### src/rtl/fprint_compare_ctrl_pkg.sv
// Shared widths, FSM state encoding and the task-id priority encoder for the
// dual-core fingerprint compare sequencer.
package fprint_compare_ctrl_pkg;

  localparam int unsigned ADDR_W    = 5;
  localparam int unsigned CRC_W     = 32;
  localparam int unsigned KEY_W     = 4;
  localparam int unsigned NUM_TASKS = 16;

  typedef enum logic [2:0] {
    IDLE     = 3'd0,
    FETCH    = 3'd1,
    COMPARE  = 3'd2,
    ADVANCE  = 3'd3,
    MISMATCH = 3'd4,
    VERIFY   = 3'd5
  } state_e;

  // Index of the lowest set bit; 0 when no bit is set.
  function automatic logic [KEY_W-1:0] lowest_set(input logic [NUM_TASKS-1:0] vec);
    logic [KEY_W-1:0] idx;
    logic             found;
    idx   = '0;
    found = 1'b0;
    for (int unsigned i = 0; i < NUM_TASKS; i++) begin
      if (vec[i] && !found) begin
        idx   = KEY_W'(i);
        found = 1'b1;
      end
    end
    return idx;
  endfunction

endpackage

### src/rtl/fprint_compare_ctrl_ptr_pair.sv
// Head/tail pointer pair for one core's fingerprint RAM. Pointers carry one
// extra wrap bit so occupancy distinguishes full from empty.
module fprint_ptr_pair
  import fprint_compare_ctrl_pkg::*;
(
  input  logic              clk,
  input  logic              reset,
  input  logic              inc_i,
  input  logic              adv_i,
  input  logic              flush_i,
  output logic [ADDR_W-1:0] head_o,
  output logic [ADDR_W-1:0] tail_o,
  output logic [ADDR_W:0]   occ_o,
  output logic              full_o,
  output logic              empty_o
);

  localparam logic [ADDR_W:0] ONE = {{ADDR_W{1'b0}}, 1'b1};

  logic [ADDR_W:0] head_q, head_d;
  logic [ADDR_W:0] tail_q, tail_d;

  // Next pointers: flush snaps tail to the registered head, so an increment
  // on the same edge survives as a single queued entry.
  always_comb begin
    head_d = head_q;
    tail_d = tail_q;
    if (inc_i) head_d = head_q + ONE;
    if (flush_i)    tail_d = head_q;
    else if (adv_i) tail_d = tail_q + ONE;
  end

  // Pointer registers.
  always_ff @(posedge clk or posedge reset) begin
    if (reset) begin
      head_q <= '0;
      tail_q <= '0;
    end else begin
      head_q <= head_d;
      tail_q <= tail_d;
    end
  end

  assign head_o  = head_q[ADDR_W-1:0];
  assign tail_o  = tail_q[ADDR_W-1:0];
  assign occ_o   = head_q - tail_q;
  // occ never exceeds 2^ADDR_W, so the top bit alone marks full.
  assign full_o  = occ_o[ADDR_W];
  assign empty_o = (occ_o == '0);

endmodule

### src/rtl/fprint_compare_ctrl.sv
// Fingerprint compare sequencer: grants head increments, walks both RAMs in
// lockstep, flags mismatches and hands drained tasks to the register block.
module fprint_compare_ctrl
  import fprint_compare_ctrl_pkg::*;
(
  input  logic                 clk,
  input  logic                 reset,
  input  logic                 inc_hp_req,
  input  logic                 inc_hp_core,
  output logic                 inc_hp_ack,
  input  logic                 hp_sel,
  output logic [ADDR_W-1:0]    head_pointer,
  output logic [ADDR_W-1:0]    tail_pointer0,
  output logic [ADDR_W-1:0]    tail_pointer1,
  input  logic [CRC_W-1:0]     fprint0,
  input  logic [CRC_W-1:0]     fprint1,
  input  logic [NUM_TASKS-1:0] checkin,
  output logic                 task_verified,
  output logic [KEY_W-1:0]     verified_task,
  input  logic                 fprint_reg_ack,
  output logic                 mismatch_irq,
  output logic [ADDR_W-1:0]    mismatch_addr,
  input  logic                 irq_clear,
  output logic [15:0]          match_count
);

  state_e              state_q, state_d;
  logic                ack_q, ack_d;
  logic                irq_q, irq_d;
  logic [ADDR_W-1:0]   maddr_q, maddr_d;
  logic [KEY_W-1:0]    vtask_q, vtask_d;
  logic [15:0]         cnt_q, cnt_d;

  logic                inc0, inc1, adv, flush;
  logic [ADDR_W-1:0]   head0, head1, tail0, tail1;
  logic [ADDR_W:0]     occ0, occ1;
  logic                full0, full1, empty0, empty1;

  fprint_ptr_pair u_ptr0 (
    .clk     (clk),
    .reset   (reset),
    .inc_i   (inc0),
    .adv_i   (adv),
    .flush_i (flush),
    .head_o  (head0),
    .tail_o  (tail0),
    .occ_o   (occ0),
    .full_o  (full0),
    .empty_o (empty0)
  );

  fprint_ptr_pair u_ptr1 (
    .clk     (clk),
    .reset   (reset),
    .inc_i   (inc1),
    .adv_i   (adv),
    .flush_i (flush),
    .head_o  (head1),
    .tail_o  (tail1),
    .occ_o   (occ1),
    .full_o  (full1),
    .empty_o (empty1)
  );

  // Increment grant: skip the cycle after an ack so the requester can drop.
  always_comb begin
    ack_d = inc_hp_req && !(inc_hp_core ? full1 : full0) && !ack_q;
    inc0  = ack_d && !inc_hp_core;
    inc1  = ack_d && inc_hp_core;
  end

  // Compare/verify sequencer next-state and datapath controls.
  always_comb begin
    state_d = state_q;
    irq_d   = irq_q;
    maddr_d = maddr_q;
    vtask_d = vtask_q;
    cnt_d   = cnt_q;
    adv     = 1'b0;
    flush   = 1'b0;
    unique case (state_q)
      IDLE: begin
        if (irq_q) begin
          state_d = IDLE;
        end else if (occ0 != '0 && occ1 != '0) begin
          state_d = FETCH;
        end else if (empty0 && empty1 && checkin != '0) begin
          state_d = VERIFY;
          vtask_d = lowest_set(checkin);
        end
      end
      FETCH: state_d = COMPARE;
      COMPARE: begin
        if (fprint0 == fprint1) begin
          state_d = ADVANCE;
        end else begin
          irq_d   = 1'b1;
          maddr_d = tail0;
          state_d = MISMATCH;
        end
      end
      ADVANCE: begin
        adv     = 1'b1;
        cnt_d   = (cnt_q == 16'hFFFF) ? cnt_q : cnt_q + 16'd1;
        state_d = IDLE;
      end
      MISMATCH: begin
        if (irq_clear) begin
          flush   = 1'b1;
          irq_d   = 1'b0;
          state_d = IDLE;
        end
      end
      VERIFY: begin
        if (fprint_reg_ack) state_d = IDLE;
      end
      default: state_d = IDLE;
    endcase
  end

  // State and output registers; reset aborts any handshake at once.
  always_ff @(posedge clk or posedge reset) begin
    if (reset) begin
      state_q <= IDLE;
      ack_q   <= 1'b0;
      irq_q   <= 1'b0;
      maddr_q <= '0;
      vtask_q <= '0;
      cnt_q   <= '0;
    end else begin
      state_q <= state_d;
      ack_q   <= ack_d;
      irq_q   <= irq_d;
      maddr_q <= maddr_d;
      vtask_q <= vtask_d;
      cnt_q   <= cnt_d;
    end
  end

  assign inc_hp_ack    = ack_q;
  assign head_pointer  = hp_sel ? head1 : head0;
  assign tail_pointer0 = tail0;
  assign tail_pointer1 = tail1;
  assign task_verified = (state_q == VERIFY);
  assign verified_task = vtask_q;
  assign mismatch_irq  = irq_q;
  assign mismatch_addr = maddr_q;
  assign match_count   = cnt_q;

endmodule

### config.mk
export PLATFORM = sky130hd
export DESIGN_NAME = fprint_compare_ctrl
export DESIGN_NICKNAME = d
export VERILOG_FILES = /design/src/rtl/fprint_compare_ctrl_pkg.sv /design/src/rtl/fprint_compare_ctrl_ptr_pair.sv /design/src/rtl/fprint_compare_ctrl.sv
export SDC_FILE = /design/constraint.sdc
export NUM_CORES = 1
export LEC_CHECK = 0
export ABC_AREA = 1
export BUFFER_PORTS_ARGS = -buffer_cell sky130_fd_sc_hd__clkbuf_2
export CAP_MARGIN = 30
export CELL_PAD_IN_SITES_DETAIL_PLACEMENT = 0
export CELL_PAD_IN_SITES_GLOBAL_PLACEMENT = 1
export CORE_UTILIZATION = 39
export DETAILED_ROUTE_END_ITERATION = 16
export PLACE_DENSITY_LB_ADDON = 0.1
export SLEW_MARGIN = 5
export SYNTH_ARGS = -nofsm -noshare
export SYNTH_HDL_FRONTEND = slang
export SYNTH_SLANG_ARGS = --single-unit
### constraint.sdc
create_clock -name clk -period 4.8 [get_ports clk]
set_input_delay 0.48 -clock clk [delete_from_list [all_inputs] [get_ports clk]]
set_output_delay 0.48 -clock clk [all_outputs]
set_load 0.01 [all_outputs]
==> results.cfg <==
[status]
status = completed

[cts]
cts_made_buffers = 5
clockRootBuffer = clkbuf_8
ctsResizeCount = 0
cts_tree = yes
post-cts-setup-buffers = 0
clock_latency_ns = 0.31
cts_buffer_depth = 2
htree_levels = 2
clk_pin_slew_ns = 0.10
cts.sinks = 54
ctsHoldBuffers = 0

[sta]
worstMarginPinSlew_ns = 0.688
period_share_pct = 44.3
finalClockSkew_ns = 0.00314
rsz0062_at_grt = no
timing.final.crit_period_ns = 2.13
fin_setup_tns_ns = 0
slew_headroom_pct = 54.1
setup_viol = 0
fmax_mhz = 471
hold_viol = 0
drv_slew = 0

[floorplanning]
rows = 36
io_pins = 130
die_x_um = 104
design.die.area_um2 = 10800
core_um2 = 9910
initial_core_util_pct = 40.8
fp.dieH_um = 104

[synth]
synth-seq-cells = 54
syn_inst = 565
synth-seq-area-share_pct = 33.4
ys_types = 33
ys_warn_count = 0
syn_area_per_cell_um2 = 7.16
synthesis.nets = 667
synth_area_um2 = 4050

[critical_path]
cp_common_cell = nand2_1
start_kind = flop
r2r_end = verified_task[3]
max_stage_delay_ns = 0.46
path_class = reg2reg
rr_worst_depth = 12
timing.rr.start = u_ptr0.tail_q[2]
worstPathArrival_ns = 2.34
reg2reg_setup_slack_ns = 2.68
worstSetupEndpointType = flop
crit_slowest_cell = dfrtp_1
critical_path_buf_inv_count = 2
cp_max_fo = 7
cp_top_family = simple AND/OR/NAND/NOR gates
critical_path_required_ns = 5.01
path_cells = inv_1 -> ha_1 -> a21oi_1 -> nand2_1 -> nand2_1 -> nand2_1 -> nor2_1 -> nand3_2 -> nor2_1 -> nand3_2 -> o21ai_0 -> inv_1

[pwr]
swShare_pct = 46.9
ir_drop_mv = 0.183
combPwrFrac_pct = 54.4
power_density_nw_per_um2 = 473
p_int_mw = 1.23
clock_power_share_pct = 13.7
p_switching_mw = 1.09
leakage_nw = 2.61
sequentialPowerShare_pct = 31.9

[final_layout]
nNetsFinal = 791
area_growth_pct = 20.9
n_antenna_cell = 0
mostFrequentLayoutCell = nand2_1
layout_common_cells = 148 x nand2_1, 129 x clkbuf_2, 97 x inv_1, 54 x dfrtp_1, 40 x nand3_1
fin_cells = 823
drive_above_1_share_pct = 23.6

[drt]
met3WireLength_um = 512
detail_route.wl_per_cell_um = 11.7
met2WireLength_um = 4490
via_per_inst = 4.72
vias = 3888
remaining_drc_errors = 0
top_layer_used = met4
first_iter_violations = 153
dr.pass1.iters = 4
m1WireLength_um = 4490
antenna_left = 0
wl_um = 9650

[place]
place_inst = 815
io_buffers = 129
gp_congestion = 0.826
dp_hpwl_um = 7890

[flow_run]
cap_violations = 0

[grt]
track_usage_pct = 18.7
grt_max_degree = 55
grt_overflow = 0
grt_pass1_wl_um = 16700
antenna_found_initial = 0
grt_pass1_vias = 3725

[worst_hold_path]
min_path_type = in2async
[area by class of cell]
| class | count | area, um^2 |
|---|---|---|
| clock buffer | 5 | 68.8 |
| clock inverter | 3 | 43.8 |
| fill | 1030 | 5020 |
| inverter | 101 | 383 |
| multi-input combinational | 397 | 2230 |
| sequential | 54 | 1350 |
| tap | 133 | 166 |
| timing repair buffer | 130 | 653 |
[cell families (layout without fill, tap and decap cells)]
family	count (synthesis)	in the layout	share of synthesized area, %
flip-flops	54	54	33.4
XOR/XNOR	53	53	11.5
buffers and inverters	114	239	11.6
adder cells (fa/ha/maj)	15	15	4.64
AO/OA/AOI/OAI	50	50	7.36
AND/OR/NAND/NOR	279	279	31.5
[through the flow]
| stage | power, mW | setup slack, ns | area (um^2) | utilization [%] | hold WS, ns |
|---|---|---|---|---|---|
| 2_1_floorplan | 1.69 | 2.91 | 4050 | - | 0.481 |
| 3_3_place_gp | 2.00 | 2.72 | 4780 | 48.2 | 0.470 |
| 3_5_place_dp | 2.01 | 2.67 | 4780 | 48.2 | 0.473 |
| 4_1_cts | 2.34 | 2.66 | 4890 | 49.4 | 0.362 |
| 5_1_grt | 2.55 | 2.34 | 4890 | 49.4 | 0.389 |
| 6_report | 2.31 | 2.68 | 4890 | 49.4 | 0.326 |
[power groups by stage]
| stage | Combinational, mW | Clock [mW] | Sequential (mW) |
|---|---|---|---|
| floorplan | 0.962 | 0 | 0.723 |
| global placement | 1.25 | 0 | 0.743 |
| detailed placement | 1.26 | 0 | 0.747 |
| CTS | 1.27 | 0.329 | 0.738 |
| global route | 1.44 | 0.347 | 0.762 |
| finish | 1.26 | 0.318 | 0.738 |
[cell usage after synthesis (all sizes together)]
| cell type | n | share of area (%) |
|---|---|---|
| xnor2 | 28 | 6.1 |
| o21ai | 25 | 3.1 |
| nand2 | 153 | 15 |
| ha | 15 | 4.6 |
| inv | 100 | 9.3 |
| clkinv | 1 | 0.12 |
| a21oi | 11 | 1.4 |
| nor3 | 19 | 3.1 |
| xor2 | 25 | 5.4 |
| dfrtp | 54 | 33 |
| a41oi | 2 | 0.43 |
| nand3b | 4 | 0.74 |
| nor2 | 39 | 3.9 |
| nand3 | 43 | 5.7 |
| o22ai | 1 | 0.15 |
| o221ai | 9 | 1.9 |
| or2 | 7 | 1.1 |
| nand4 | 11 | 1.7 |
| nor4 | 3 | 0.46 |
| o211ai | 2 | 0.37 |
| clkbuf | 3 | 0.28 |
| buf | 10 | 1.9 |
[worst register-to-register path: stages (launching register included)]
cell	delay, ns
dfrtp_1	0.46
inv_1	0.10
ha_1	0.39
a21oi_1	0.19
nand2_1	0.07
nand2_1	0.06
nand2_1	0.04
nor2_1	0.10
nand3_2	0.12
nor2_1	0.13
nand3_2	0.14
o21ai_0	0.18
inv_1	0.05
[sequential cells by signal, indices dropped and copies added, names as in the netlist]
signal,cells
match_count,16
u_ptr0.head_q,6
u_ptr0.tail_q,6
u_ptr1.head_q,6
u_ptr1.tail_q,6
mismatch_addr,5
verified_task,4
state_q,3
inc_hp_ack,1
mismatch_irq,1
[worst max-delay path by stage]
stage                                 from                to  slack (ns)  cells after the start
final                     u_ptr0.tail_q[2]  verified_task[3]        2.68                     12
after global routing      u_ptr0.tail_q[2]  verified_task[2]        2.34                     14
after CTS                 u_ptr0.tail_q[2]  verified_task[3]        2.66                     12
after detailed placement  u_ptr0.tail_q[2]  verified_task[3]        2.67                     12
after global placement    u_ptr0.tail_q[2]  verified_task[2]        2.72                     14
after floorplan           u_ptr0.tail_q[2]  verified_task[1]        2.91                     14
[metal layers]
layer / GRT usage (%) / vias up
met5: 0 / -
met4: 5.31 / 0
met3: 3.32 / 12
met2: 31.7 / 110
met1: 24.3 / 1736
li1: - / 2030
(Power assumes the default switching activity.)
